### src/rtl/micro_bus_initiator.sv
// Single-outstanding command-to-bus initiator: one command in, one bus transfer, one response out.
// Optional timeout watchdog is compiled in when MICRO_BUS_TIMEOUT_EN is defined.
module micro_bus_initiator #(
  parameter int WIDTHD  = 32,
  parameter int WIDTHA  = 4,
  parameter int TIMEOUT = 255
) (
  input  logic              clock,
  input  logic              clock_sreset,
  input  logic              cmd_valid,
  output logic              cmd_ready,
  input  logic              cmd_write,
  input  logic [WIDTHA-1:0] cmd_address,
  input  logic [WIDTHD-1:0] cmd_writedata,
  output logic              rsp_valid,
  input  logic              rsp_ready,
  output logic [WIDTHD-1:0] rsp_readdata,
  output logic              rsp_error,
  output logic [WIDTHA-1:0] address,
  output logic [WIDTHD-1:0] writedata,
  input  logic [WIDTHD-1:0] readdata,
  output logic              read,
  output logic              write,
  input  logic              waitrequest
);
  localparam logic [1:0] ST_IDLE = 2'd0;
  localparam logic [1:0] ST_BUS  = 2'd1;
  localparam logic [1:0] ST_RESP = 2'd2;

  if (TIMEOUT < 1 || TIMEOUT > 65535) begin : g_timeout_range
    $error("micro_bus_initiator: TIMEOUT must be within 1..65535");
  end

  logic [1:0]        state_q, state_d;
  logic              cmd_ready_q, cmd_ready_d;
  logic              dir_write_q, dir_write_d;
  logic              read_q, read_d;
  logic              write_q, write_d;
  logic [WIDTHA-1:0] address_q, address_d;
  logic [WIDTHD-1:0] writedata_q, writedata_d;
  logic              rsp_valid_q, rsp_valid_d;
  logic [WIDTHD-1:0] rsp_readdata_q, rsp_readdata_d;
  logic              timeout_s;

`ifdef MICRO_BUS_TIMEOUT_EN
  localparam logic [15:0] TIMEOUT_LIM = 16'(TIMEOUT);
  logic [15:0] count_q, count_d, count_inc_s;
  logic        rsp_error_q, rsp_error_d;

  assign count_inc_s = count_q + 16'd1;

  // A stalled cycle that brings the count to the limit aborts; an unstalled cycle always completes.
  always_comb begin
    count_d     = count_q;
    rsp_error_d = rsp_error_q;
    timeout_s   = 1'b0;
    if ((state_q == ST_IDLE) && cmd_valid && cmd_ready_q) begin
      count_d = 16'd0;
    end else if ((state_q == ST_BUS) && waitrequest) begin
      count_d   = count_inc_s;
      timeout_s = (count_inc_s == TIMEOUT_LIM);
    end else begin
      count_d = count_q;
    end
    if ((state_q == ST_BUS) && (!waitrequest || timeout_s)) begin
      rsp_error_d = waitrequest;
    end else begin
      rsp_error_d = rsp_error_q;
    end
  end

  always_ff @(posedge clock) begin
    if (clock_sreset) begin
      count_q     <= 16'd0;
      rsp_error_q <= 1'b0;
    end else begin
      count_q     <= count_d;
      rsp_error_q <= rsp_error_d;
    end
  end

  assign rsp_error = rsp_error_q;
`else
  assign timeout_s = 1'b0;
  assign rsp_error = 1'b0;
`endif

  always_comb begin
    state_d        = state_q;
    cmd_ready_d    = cmd_ready_q;
    dir_write_d    = dir_write_q;
    read_d         = read_q;
    write_d        = write_q;
    address_d      = address_q;
    writedata_d    = writedata_q;
    rsp_valid_d    = rsp_valid_q;
    rsp_readdata_d = rsp_readdata_q;
    case (state_q)
      ST_IDLE: begin
        if (cmd_valid && cmd_ready_q) begin
          state_d     = ST_BUS;
          cmd_ready_d = 1'b0;
          dir_write_d = cmd_write;
          read_d      = ~cmd_write;
          write_d     = cmd_write;
          address_d   = cmd_address;
          writedata_d = cmd_writedata;
        end else begin
          state_d = ST_IDLE;
        end
      end
      ST_BUS: begin
        if (!waitrequest) begin
          state_d        = ST_RESP;
          read_d         = 1'b0;
          write_d        = 1'b0;
          rsp_valid_d    = 1'b1;
          rsp_readdata_d = dir_write_q ? {WIDTHD{1'b0}} : readdata;
        end else if (timeout_s) begin
          state_d        = ST_RESP;
          read_d         = 1'b0;
          write_d        = 1'b0;
          rsp_valid_d    = 1'b1;
          rsp_readdata_d = {WIDTHD{1'b0}};
        end else begin
          state_d = ST_BUS;
        end
      end
      ST_RESP: begin
        if (rsp_ready) begin
          state_d     = ST_IDLE;
          rsp_valid_d = 1'b0;
          cmd_ready_d = 1'b1;
        end else begin
          state_d = ST_RESP;
        end
      end
      default: begin
        state_d     = ST_IDLE;
        cmd_ready_d = 1'b1;
        read_d      = 1'b0;
        write_d     = 1'b0;
        rsp_valid_d = 1'b0;
      end
    endcase
  end

  always_ff @(posedge clock) begin
    if (clock_sreset) begin
      state_q        <= ST_IDLE;
      cmd_ready_q    <= 1'b1;
      dir_write_q    <= 1'b0;
      read_q         <= 1'b0;
      write_q        <= 1'b0;
      address_q      <= {WIDTHA{1'b0}};
      writedata_q    <= {WIDTHD{1'b0}};
      rsp_valid_q    <= 1'b0;
      rsp_readdata_q <= {WIDTHD{1'b0}};
    end else begin
      state_q        <= state_d;
      cmd_ready_q    <= cmd_ready_d;
      dir_write_q    <= dir_write_d;
      read_q         <= read_d;
      write_q        <= write_d;
      address_q      <= address_d;
      writedata_q    <= writedata_d;
      rsp_valid_q    <= rsp_valid_d;
      rsp_readdata_q <= rsp_readdata_d;
    end
  end

  assign cmd_ready    = cmd_ready_q;
  assign read         = read_q;
  assign write        = write_q;
  assign address      = address_q;
  assign writedata    = writedata_q;
  assign rsp_valid    = rsp_valid_q;
  assign rsp_readdata = rsp_readdata_q;
endmodule

### config.mk
export PLATFORM = sky130hd
export DESIGN_NAME = micro_bus_initiator
export DESIGN_NICKNAME = d
export VERILOG_FILES = /design/src/rtl/micro_bus_initiator.sv
export SDC_FILE = /design/constraint.sdc
export NUM_CORES = 1
export LEC_CHECK = 0
export ABC_CLOCK_PERIOD_IN_PS = 1960
export CORE_ASPECT_RATIO = 0.6
export CORE_MARGIN = 2
export CORE_UTILIZATION = 30
export DETAILED_ROUTE_END_ITERATION = 6
export PLACE_DENSITY_LB_ADDON = 0.25
export REMOVE_ABC_BUFFERS = 1
export SLEW_MARGIN = 20
export SYNTH_ARGS = -nofsm -noshare
export SYNTH_HDL_FRONTEND = slang
export SYNTH_SLANG_ARGS = --single-unit
### constraint.sdc
create_clock -name clock -period 1.96 [get_ports clock]
set_clock_uncertainty 0.2 [all_clocks]
set_input_delay 0.392 -clock clock [delete_from_list [all_inputs] [get_ports clock]]
set_output_delay 0.392 -clock clock [all_outputs]
set_load 0.03 [all_outputs]
# ---- Word-level counts from Yosys, hierarchy flattened
# Cells that the tools add are included.
dict set report classes {
  eq_ne 5
  n_mux 16
  bitwise 5
  reduce_logical 7
}
# cell n
set ops {}
lappend ops {{$mux W32} 1}
lappend ops {{$pmux W1 S3} 4}
lappend ops {{$reduce_and A3 Y1} 3}
lappend ops {{$mux W1} 8}
lappend ops {{$ne A2 B2 Y1 const B} 3}
lappend ops {{$pmux W2 S3} 1}
lappend ops {{$not A1 Y1} 5}
lappend ops {{$mux W2} 2}
lappend ops {{$reduce_and A2 Y1} 2}
lappend ops {{$eq A2 B1 Y1 const B} 1}
lappend ops {{$eq A2 B2 Y1 const B} 1}
lappend ops {{$logic_not A2 Y1} 1}
lappend ops {{$logic_and A1 B1 Y1} 1}
dict set report word_totals {
  reg_bits 75
  inputBits 74
  out_inout_bits 73
}

# ---- Depth between registers and ports, before layout
# Gate-level depths: netlist of the first run.
dict set report depth {
  depth_word 3
  depth_mapped 6
  ltp_nobuf 3
}

# ---- Worst setup path before layout of the first run
# No wires, ideal clock.
dict set report synth_timing {
  kind {flip-flop to flip-flop}
  startpoint {reg state_q[1]}
  endpoint {reg rsp_readdata_q[10], in the netlist rsp_readdata[10]}
  setup_ns 0.132
  arrival_time_ns 1.168
  required_time_ns 1.628
  setup_slack_ns 0.460
  path_stages_with_launch 7
  path_buffers 3
  path_cell_list {dfxtp_1 buf_2 or3b_1 buf_2 buf_6 nand2_1 a21oi_1}
}
dict set report synth_via {
  elab_chain_len 2
}
# item line_no
set synth_rtl {}
lappend synth_rtl {{start: declaration} 34} ;# logic [1:0] state_q, state_d;
lappend synth_rtl {{start signal: assignment} 160} ;# state_q <= state_d;
lappend synth_rtl {{$eq A2 B1 Y1} 98} ;# case (state_q)
lappend synth_rtl {{$reduce_and A2 Y1 (no line)} --}
lappend synth_rtl {{end signal: assignment} 158} ;# rsp_readdata_q <= {WIDTHD{1'b0}};
lappend synth_rtl {{end signal: assignment} 168} ;# rsp_readdata_q <= rsp_readdata_d;
lappend synth_rtl {{end: declaration} 42} ;# logic [WIDTHD-1:0] rsp_readdata_q, rsp_readdata_d;
# Every way passes these cells.
# A chain may end at the register's enable or synchronous reset.

# ---- Final worst setup path of the first run
dict set report layout_timing {
  startpoint {reg rsp_readdata_q[25], in the netlist rsp_readdata[25]}
  endpoint {out rsp_readdata[25]}
}
# item line_no
set layout_rtl {}
lappend layout_rtl {{end: declaration} 17} ;# output logic [WIDTHD-1:0] rsp_readdata,
# No word-level cell between the ends.

==> out/results.tsv, run 1 <==
stage	metric	value	unit
status	status	finished, final reports clean	
detailed_routing	totalWireLength	8.31	mm
logic_synthesis	synth-xor-area-share	0	
global_routing	grt_pass1_vias	2633	
detailed_routing	vias	2771	
placed_design	dpl_cell_area	4380	um^2
global_routing	grt_pass1_wl	12.8	mm
cells_and_area	area_delta_synth_final	67.9	%
power_and_ir_drop	leakage	0.00248	uW
timing	setup_violations	0	
cells_and_area	layout_common_cells	nand2_1 (106), clkdlybuf4s50_1 (90), dfxtp_1 (75), a21oi_1 (73), dlymetal6s2s_1 (48)	
job	maxCapViolations	0	
placed_design	numPortBuffers	145	
worst_hold_path	min_path_type	in -> reg	
logic_synthesis	netlist_area	2830	um^2
logic_synthesis	yosysWarnings	0	
logic_synthesis	ys_types	23	
critical_path	cp.depth	1	
floorplan	initial_core_util	0.309	
clocking	tritoncts	done	
cells_and_area	antennaDiodeCount	0	
critical_path	cp_slowest_stage_delay	690	ps
logic_synthesis	ys_ff_latch	75	
worst_hold_path	holdPathStages	2	
logic_synthesis	synth_top_family_by_area	simple AND/OR/NAND/NOR gates	
logic_synthesis	yosysSeqAreaShare	0.531	
timing	rsz0062_at_grt	false	
detailed_routing	drcViolationCount	0	
global_routing	antenna_found_initial	0	
critical_path	path_cells	clkdlybuf4s50_1	
clocking	clock_latency	320	ps
placed_design	routabilityCongestion	0.761	
critical_path	worst_path_max_delay_cell	clkdlybuf4s50_1	
detailed_routing	first_pass_iters	4	
global_routing	grt.total_usage	0.159	
logic_synthesis	muxShareOfSynthArea	0	
timing	finalCritPeriodShare	0.985	
timing	max_freq	518	MHz
timing	finalMaxSlewViolations	0	
logic_synthesis	synth-compound-area-share	0.139	
critical_path	worstPathArrival	1340	ps
clocking	holdBufCountCts	0	
cells_and_area	fin_area	4750	um^2
detailed_routing	drt_iter0_markers	139	
clocking	cts-root-buf	clkbuf_16	
clocking	clk_pin_slew	50	ps
floorplan	die_area	10200	um^2
detailed_routing	antenna_left	0	
power_and_ir_drop	max-vdd-ir-drop	511	uV
detailed_routing	wl_per_cell	13.8	um
timing	hold_violations	0	
critical_path	cp_top_family	buffers and inverters	
cells_and_area	nNetsFinal	543	
clocking	cts_buffer_depth	2	
critical_path	start_kind	flip-flop	
clocking	numClockSinks	75	
global_routing	grt_start_max_net_pins	37	
clocking	htreeDepth	3	
timing	min_period	1930	ps
floorplan	io_pins	147	
logic_synthesis	avgSynthCellArea	8.50	um^2
global_routing	grt_overflow_total	0	
detailed_routing	viasPerCell	4.60	
cells_and_area	drive_gt1_frac	0.0529	
critical_path	worstSetupEndpointType	output pin	
critical_path	r2r.worst_path.cells	4	
power_and_ir_drop	power.density	814	nW/um^2
logic_synthesis	synth_fa_ha_area_frac	0	
floorplan	dieWidth	129	um
floorplan	core	9160	um^2
logic_synthesis	postSynthCellCount	333	
critical_path	required	1370	ps
critical_path	crit_buf_inv	1	
floorplan	die_h	79.2	um
critical_path	critPathKind	reg -> out	
cells_and_area	final_common_cell	nand2_1	
floorplan	rows	27	
cells_and_area	utilization	0.519	
logic_synthesis	synthSimpleGateAreaFrac	0.262	
clocking	cts_buffers	9	
placed_design	hpwlAfterDp	5.60	mm
clocking	post_cts_buffers	0	
critical_path	crit_fanout	2	
[synthesized netlist by cell type]
cell type,n,area (um^2)
nor3_1,1,5.00
conb_1,1,3.75
buf_4,2,15.0
dfxtp_1,75,1500
a21o_1,1,7.51
a22o_1,1,8.76
and4bb_1,1,12.5
nand2_1,106,398
nor2_1,4,15.0
nand4bb_2,1,16.3
buf_2,3,15.0
clkbuf_1,14,52.6
nand2b_1,1,6.26
or3b_1,1,8.76
buf_6,9,101
o21ai_0,1,5.00
nor3b_4,1,18.8
or2_2,1,6.26
a21oi_1,73,365
inv_1,1,3.75
a211oi_1,1,7.51
nor3b_1,1,7.51
nand3b_1,33,248
[worst reg2reg max path: stages, from the launching register on]
cell and delay (ps):
dfxtp_1 390, and4bb_1 420, buf_12 220, nand2_1 90, a21oi_1 150
[layout make-up]
cell class / instances / area [um^2]
Tap cell: 130 / 163
Clock buffer: 12 / 246
Clock inverter: 3 / 15.0
Multi-Input combinational cell: 229 / 1140
Inverter: 1 / 3.75
Sequential cell: 75 / 1500
Timing Repair Buffer: 153 / 1680
Fill cell: 868 / 4400
[per-layer routing]
layer	vias to the layer above	track usage	part of all wire
met2	110	0.222	0.41
met4	0	0.0522	0.015
met3	14	0.0714	0.098
met5	-	0	0
met1	1280	0.215	0.48
li1	1367	-	-
[repair_timing]
action | in CTS | in global routing
setup endpoints to repair | 6 | 48
pin swaps | 0 | 0
gates resized for setup | 6 | 48
[path summary, 6_finish.rpt]
path | start | endpoint | slack [ps]
worst max-delay path | rsp_readdata[25] | rsp_readdata[25] | 30
worst min-delay path | clock_sreset | cmd_ready | 190
worst max register to register | state_q[1] | address[2] | 410
worst min register to register | rsp_readdata[20] | rsp_readdata[20] | 250
[logic make-up after synthesis]
| kind of cell | count (synthesis) |
|---|---|
| other cells | 1 |
| simple gates | 151 |
| buf+inv | 29 |
| compound gates | 77 |
| flops | 75 |
[through the flow]
stage | setup slack (ps) | total power, uW | TNS [ps] | cells | hold slack (ps)
2_1_floorplan | -63.6 | 2020 | -123 | 305 | 261
3_3_place_gp | 45.3 | 2440 | 0 | 588 | 237
3_5_place_dp | -8.35 | 2450 | -11.0 | 588 | 247
4_1_cts | 1.29 | 3920 | 0 | 603 | 174
5_1_grt | 0.511 | 4040 | 0 | 603 | 201
6_report | 28.7 | 3870 | 0 | 603 | 186
[sequential cells by signal, indices dropped and copies added, names as in the netlist]
| name | flops |
|---|---|
| state_q | 2 |
| rsp_valid | 1 |
| write | 1 |
| writedata | 32 |
| cmd_ready | 1 |
| address | 4 |
| rsp_readdata | 32 |
| dir_write_q | 1 |
| read | 1 |
[power by group]
| part | internal (uW) | total [uW] | switching (uW) |
|---|---|---|---|
| Clock | 878 | 1470 | 588 |
| Combinational | 352 | 743 | 391 |
| Sequential | 1610 | 1660 | 47.6 |
Power figures use the tool's default switching activity.
==> inputs of run 2 (changes only) <==
--- a/config.mk
+++ b/config.mk
@@ -5,6 +5,7 @@
 export SDC_FILE = /design/constraint.sdc
 export NUM_CORES = 1
 export LEC_CHECK = 0
+export ABC_AREA = 1
 export ABC_CLOCK_PERIOD_IN_PS = 1960
 export CORE_ASPECT_RATIO = 0.6
 export CORE_MARGIN = 2
==> out/results.tsv, run 2 <==
stage	metric	value	unit	change
power_and_ir_drop	max-vdd-ir-drop	433	uV	was 511 uV
cells_and_area	seq_area	1500	um^2	unchanged
cells_and_area	nFillCells	929		was 868
logic_synthesis	avgSynthCellArea	7.53	um^2	was 8.50 um^2
timing	finalMaxSlewViolations	0		unchanged
critical_path	worst_path_max_delay_cell	clkdlybuf4s50_1		unchanged
detailed_routing	dr.max_layer_used	met4		unchanged
detailed_routing	vias	2866		was 2771
cells_and_area	final_common_cell	clkdlybuf4s50_1		was nand2_1
logic_synthesis	async_flop_share	0		unchanged
cells_and_area	layout_common_cells	clkdlybuf4s50_1 (81), dfxtp_1 (75), nor2_1 (72), inv_1 (70), dlymetal6s2s_1 (50)		was nand2_1 (106), clkdlybuf4s50_1 (90), dfxtp_1 (75), a21oi_1 (73), dlymetal6s2s_1 (48)
detailed_routing	wl_per_cell	12.3	um	was 13.8 um
placed_design	numPortBuffers	145		unchanged
detailed_routing	drcViolationCount	0		unchanged
global_routing	antenna_found_initial	0		unchanged
detailed_routing	antenna_left	0		unchanged
clocking	clock_latency	320	ps	about the same
logic_synthesis	ys.flop_type	dfxtp_1		unchanged
critical_path	start_kind	flip-flop		unchanged
detailed_routing	viasPerCell	4.20		was 4.60
clocking	clk_pin_slew	60	ps	was 50 ps
clocking	tritoncts	done		unchanged
placed_design	dp_cells	666		was 588
critical_path	required	1370	ps	about the same
detailed_routing	wl_met2	3.81	mm	was 3.39 mm
critical_path	cp_top_family	buffers and inverters		unchanged
power_and_ir_drop	power.density	914	nW/um^2	was 814 nW/um^2
timing	max_freq	520	MHz	was 518 MHz
critical_path	path_cells	clkdlybuf4s50_1		unchanged
critical_path	critPathKind	reg -> out		unchanged
clocking	cts_buffers	9		unchanged
global_routing	grt.total_usage	0.156		was 0.159
floorplan	die_area	11000	um^2	was 10200 um^2
timing	min_period	1920	ps	was 1930 ps
cells_and_area	area_delta_synth_final	64.4	%	was 67.9%
floorplan	initial_core_util	0.308		was 0.309
cells_and_area	fin_area	4990	um^2	was 4750 um^2
placed_design	dpl_cell_area	4570	um^2	was 4380 um^2
timing	rsz0062_at_grt	false		unchanged
clocking	numClockSinks	75		unchanged
timing	setup_violations	0		unchanged
floorplan	rows	28		was 27
logic_synthesis	yosysWarnings	0		unchanged
logic_synthesis	ys_types	22		was 23
detailed_routing	first_pass_iters	4		unchanged
job	maxCapViolations	0		unchanged
detailed_routing	totalWireLength	8.37	mm	was 8.31 mm
cells_and_area	final_cells	682		was 603
logic_synthesis	synth_top_area_cell	dfxtp_1		unchanged
floorplan	core	9840	um^2	was 9160 um^2
logic_synthesis	netlist_area	3030	um^2	was 2830 um^2
clocking	htreeDepth	3		unchanged
worst_hold_path	min_path_type	reg -> reg		was in -> reg
logic_synthesis	ys_ff_latch	75		unchanged
detailed_routing	wl_met3	515	um	was 817 um
detailed_routing	wl_met1	3.94	mm	was 3.97 mm
logic_synthesis	synth_common_cells	dfxtp_1 (75), nor2_1 (72), inv_1 (70)		was nand2_1 (106), dfxtp_1 (75), a21oi_1 (73)
critical_path	crit_fanout	2		unchanged
logic_synthesis	yosys.area.top_type_share	0.495		was 0.531
cells_and_area	multi_input_area	1080	um^2	was 1140 um^2
logic_synthesis	synth-edff-count	0		unchanged
global_routing	grt_pass1_vias	2745		was 2633
status	status	finished, final reports clean		unchanged
logic_synthesis	synth_most_common_cell	dfxtp_1		was nand2_1
clocking	holdBufCountCts	0		unchanged
detailed_routing	drt_iter0_markers	79		was 139
floorplan	die_h	81.9	um	was 79.2 um
critical_path	worstPathArrival	1330	ps	was 1340 ps
logic_synthesis	yosysSeqAreaShare	0.495		was 0.531
floorplan	io_pins	147		unchanged
cells_and_area	nNetsFinal	616		was 543
global_routing	grt_start_max_net_pins	47		was 37
floorplan	dieWidth	134	um	was 129 um
cells_and_area	antennaDiodeCount	0		unchanged
timing	finalCritPeriodShare	0.981		was 0.985
clocking	cts.repair.resized	13		was 6
timing	hold_violations	0		unchanged
cells_and_area	drive_gt1_frac	0.0768		was 0.0529
global_routing	grt_pass1_wl	13.3	mm	was 12.8 mm
critical_path	cp_slowest_stage_delay	670	ps	was 690 ps
logic_synthesis	postSynthCellCount	403		was 333
placed_design	hpwlAfterDp	5.83	mm	was 5.60 mm
placed_design	routabilityCongestion	0.719		was 0.761
clocking	post_cts_buffers	0		unchanged
clocking	cts-root-buf	clkbuf_16		unchanged
global_routing	grt_overflow_total	0		unchanged
critical_path	crit_buf_inv	1		unchanged
logic_synthesis	synth_area_leaders	dfxtp_1 (49%), nor2_1 (8.9%), inv_1 (8.7%)		was dfxtp_1 (53%), nand2_1 (14%), a21oi_1 (13%)
clocking	cts_buffer_depth	2		unchanged
power_and_ir_drop	leakage	0.00287	uW	was 0.00248 uW
critical_path	worstSetupEndpointType	output pin		unchanged
[run 2: changes by cell type after synthesis, moves of 5 or more]
cell      previous run  this run
inv_1                1        70
nor2_1               4        72
nand2_1            106        44
a21oi_1             73        38
nand3b_1            33         1
o21ai_0              1        31
nor3_1               1        20
nor3_2               0        12
clkbuf_1            14         7
o21ai_1              0         5
[run 2: kinds of logic (layout without fill, tap and decap cells)]
kind of cell	count (synthesis)	after routing	synth area share
compound gates	75	75	0.125
buf+inv	98	242	0.148
flops	75	75	0.495
other cells	1	1	0.00124
simple gates	154	154	0.231
[run 2: worst paths after layout]
path	startpoint	endpoint	depth (start not counted)	slack, ps
hold / removal	rsp_valid	rsp_valid	2	240
hold reg to reg	rsp_valid	rsp_valid	2	240
setup reg to reg	state_q[1]	rsp_readdata[19]	6	550
setup / recovery	rsp_readdata[25]	rsp_readdata[25]	1	40
[run 2: per-layer routing]
layer  track usage  vias to the layer above
met2         0.252                       76
met5             0                        -
met1         0.192                     1264
met4        0.0617                        0
li1              -                     1517
met3        0.0549                        9
[run 2: per-stage QoR]
stage / setup WS (ps) / total power (uW) / setup TNS (ps) / hold slack (ps) / utilization
3_5_place_dp: 82.4 / 2980 / 0 / 243 / 0.465
5_1_grt: 0.283 / 4830 / 0 / 282 / 0.507
4_1_cts: 0.108 / 4670 / 0 / 254 / 0.494
3_3_place_gp: 134 / 2960 / 0 / 245 / 0.465
6_report: 38.1 / 4560 / 0 / 243 / 0.507
2_1_floorplan: -13.5 / 2400 / -13.5 / 239 / -
[run 2: final cells by class]
class                   count  share of cell area
repair buffers            154               0.333
inverters                  72              0.0542
well taps                 135              0.0339
clock inverters             4             0.00978
clock buffers              12              0.0514
flip-flops and latches     75               0.301
multi-input cells         230               0.217
[run 2: report_power, final]
group / leakage (uW) / switching (uW) / total [uW] / internal, uW
clock: 0.000153 / 604 / 1660 / 1050
sequential: 0.000616 / 74.8 / 1750 / 1680
combinational: 0.00210 / 661 / 1150 / 493
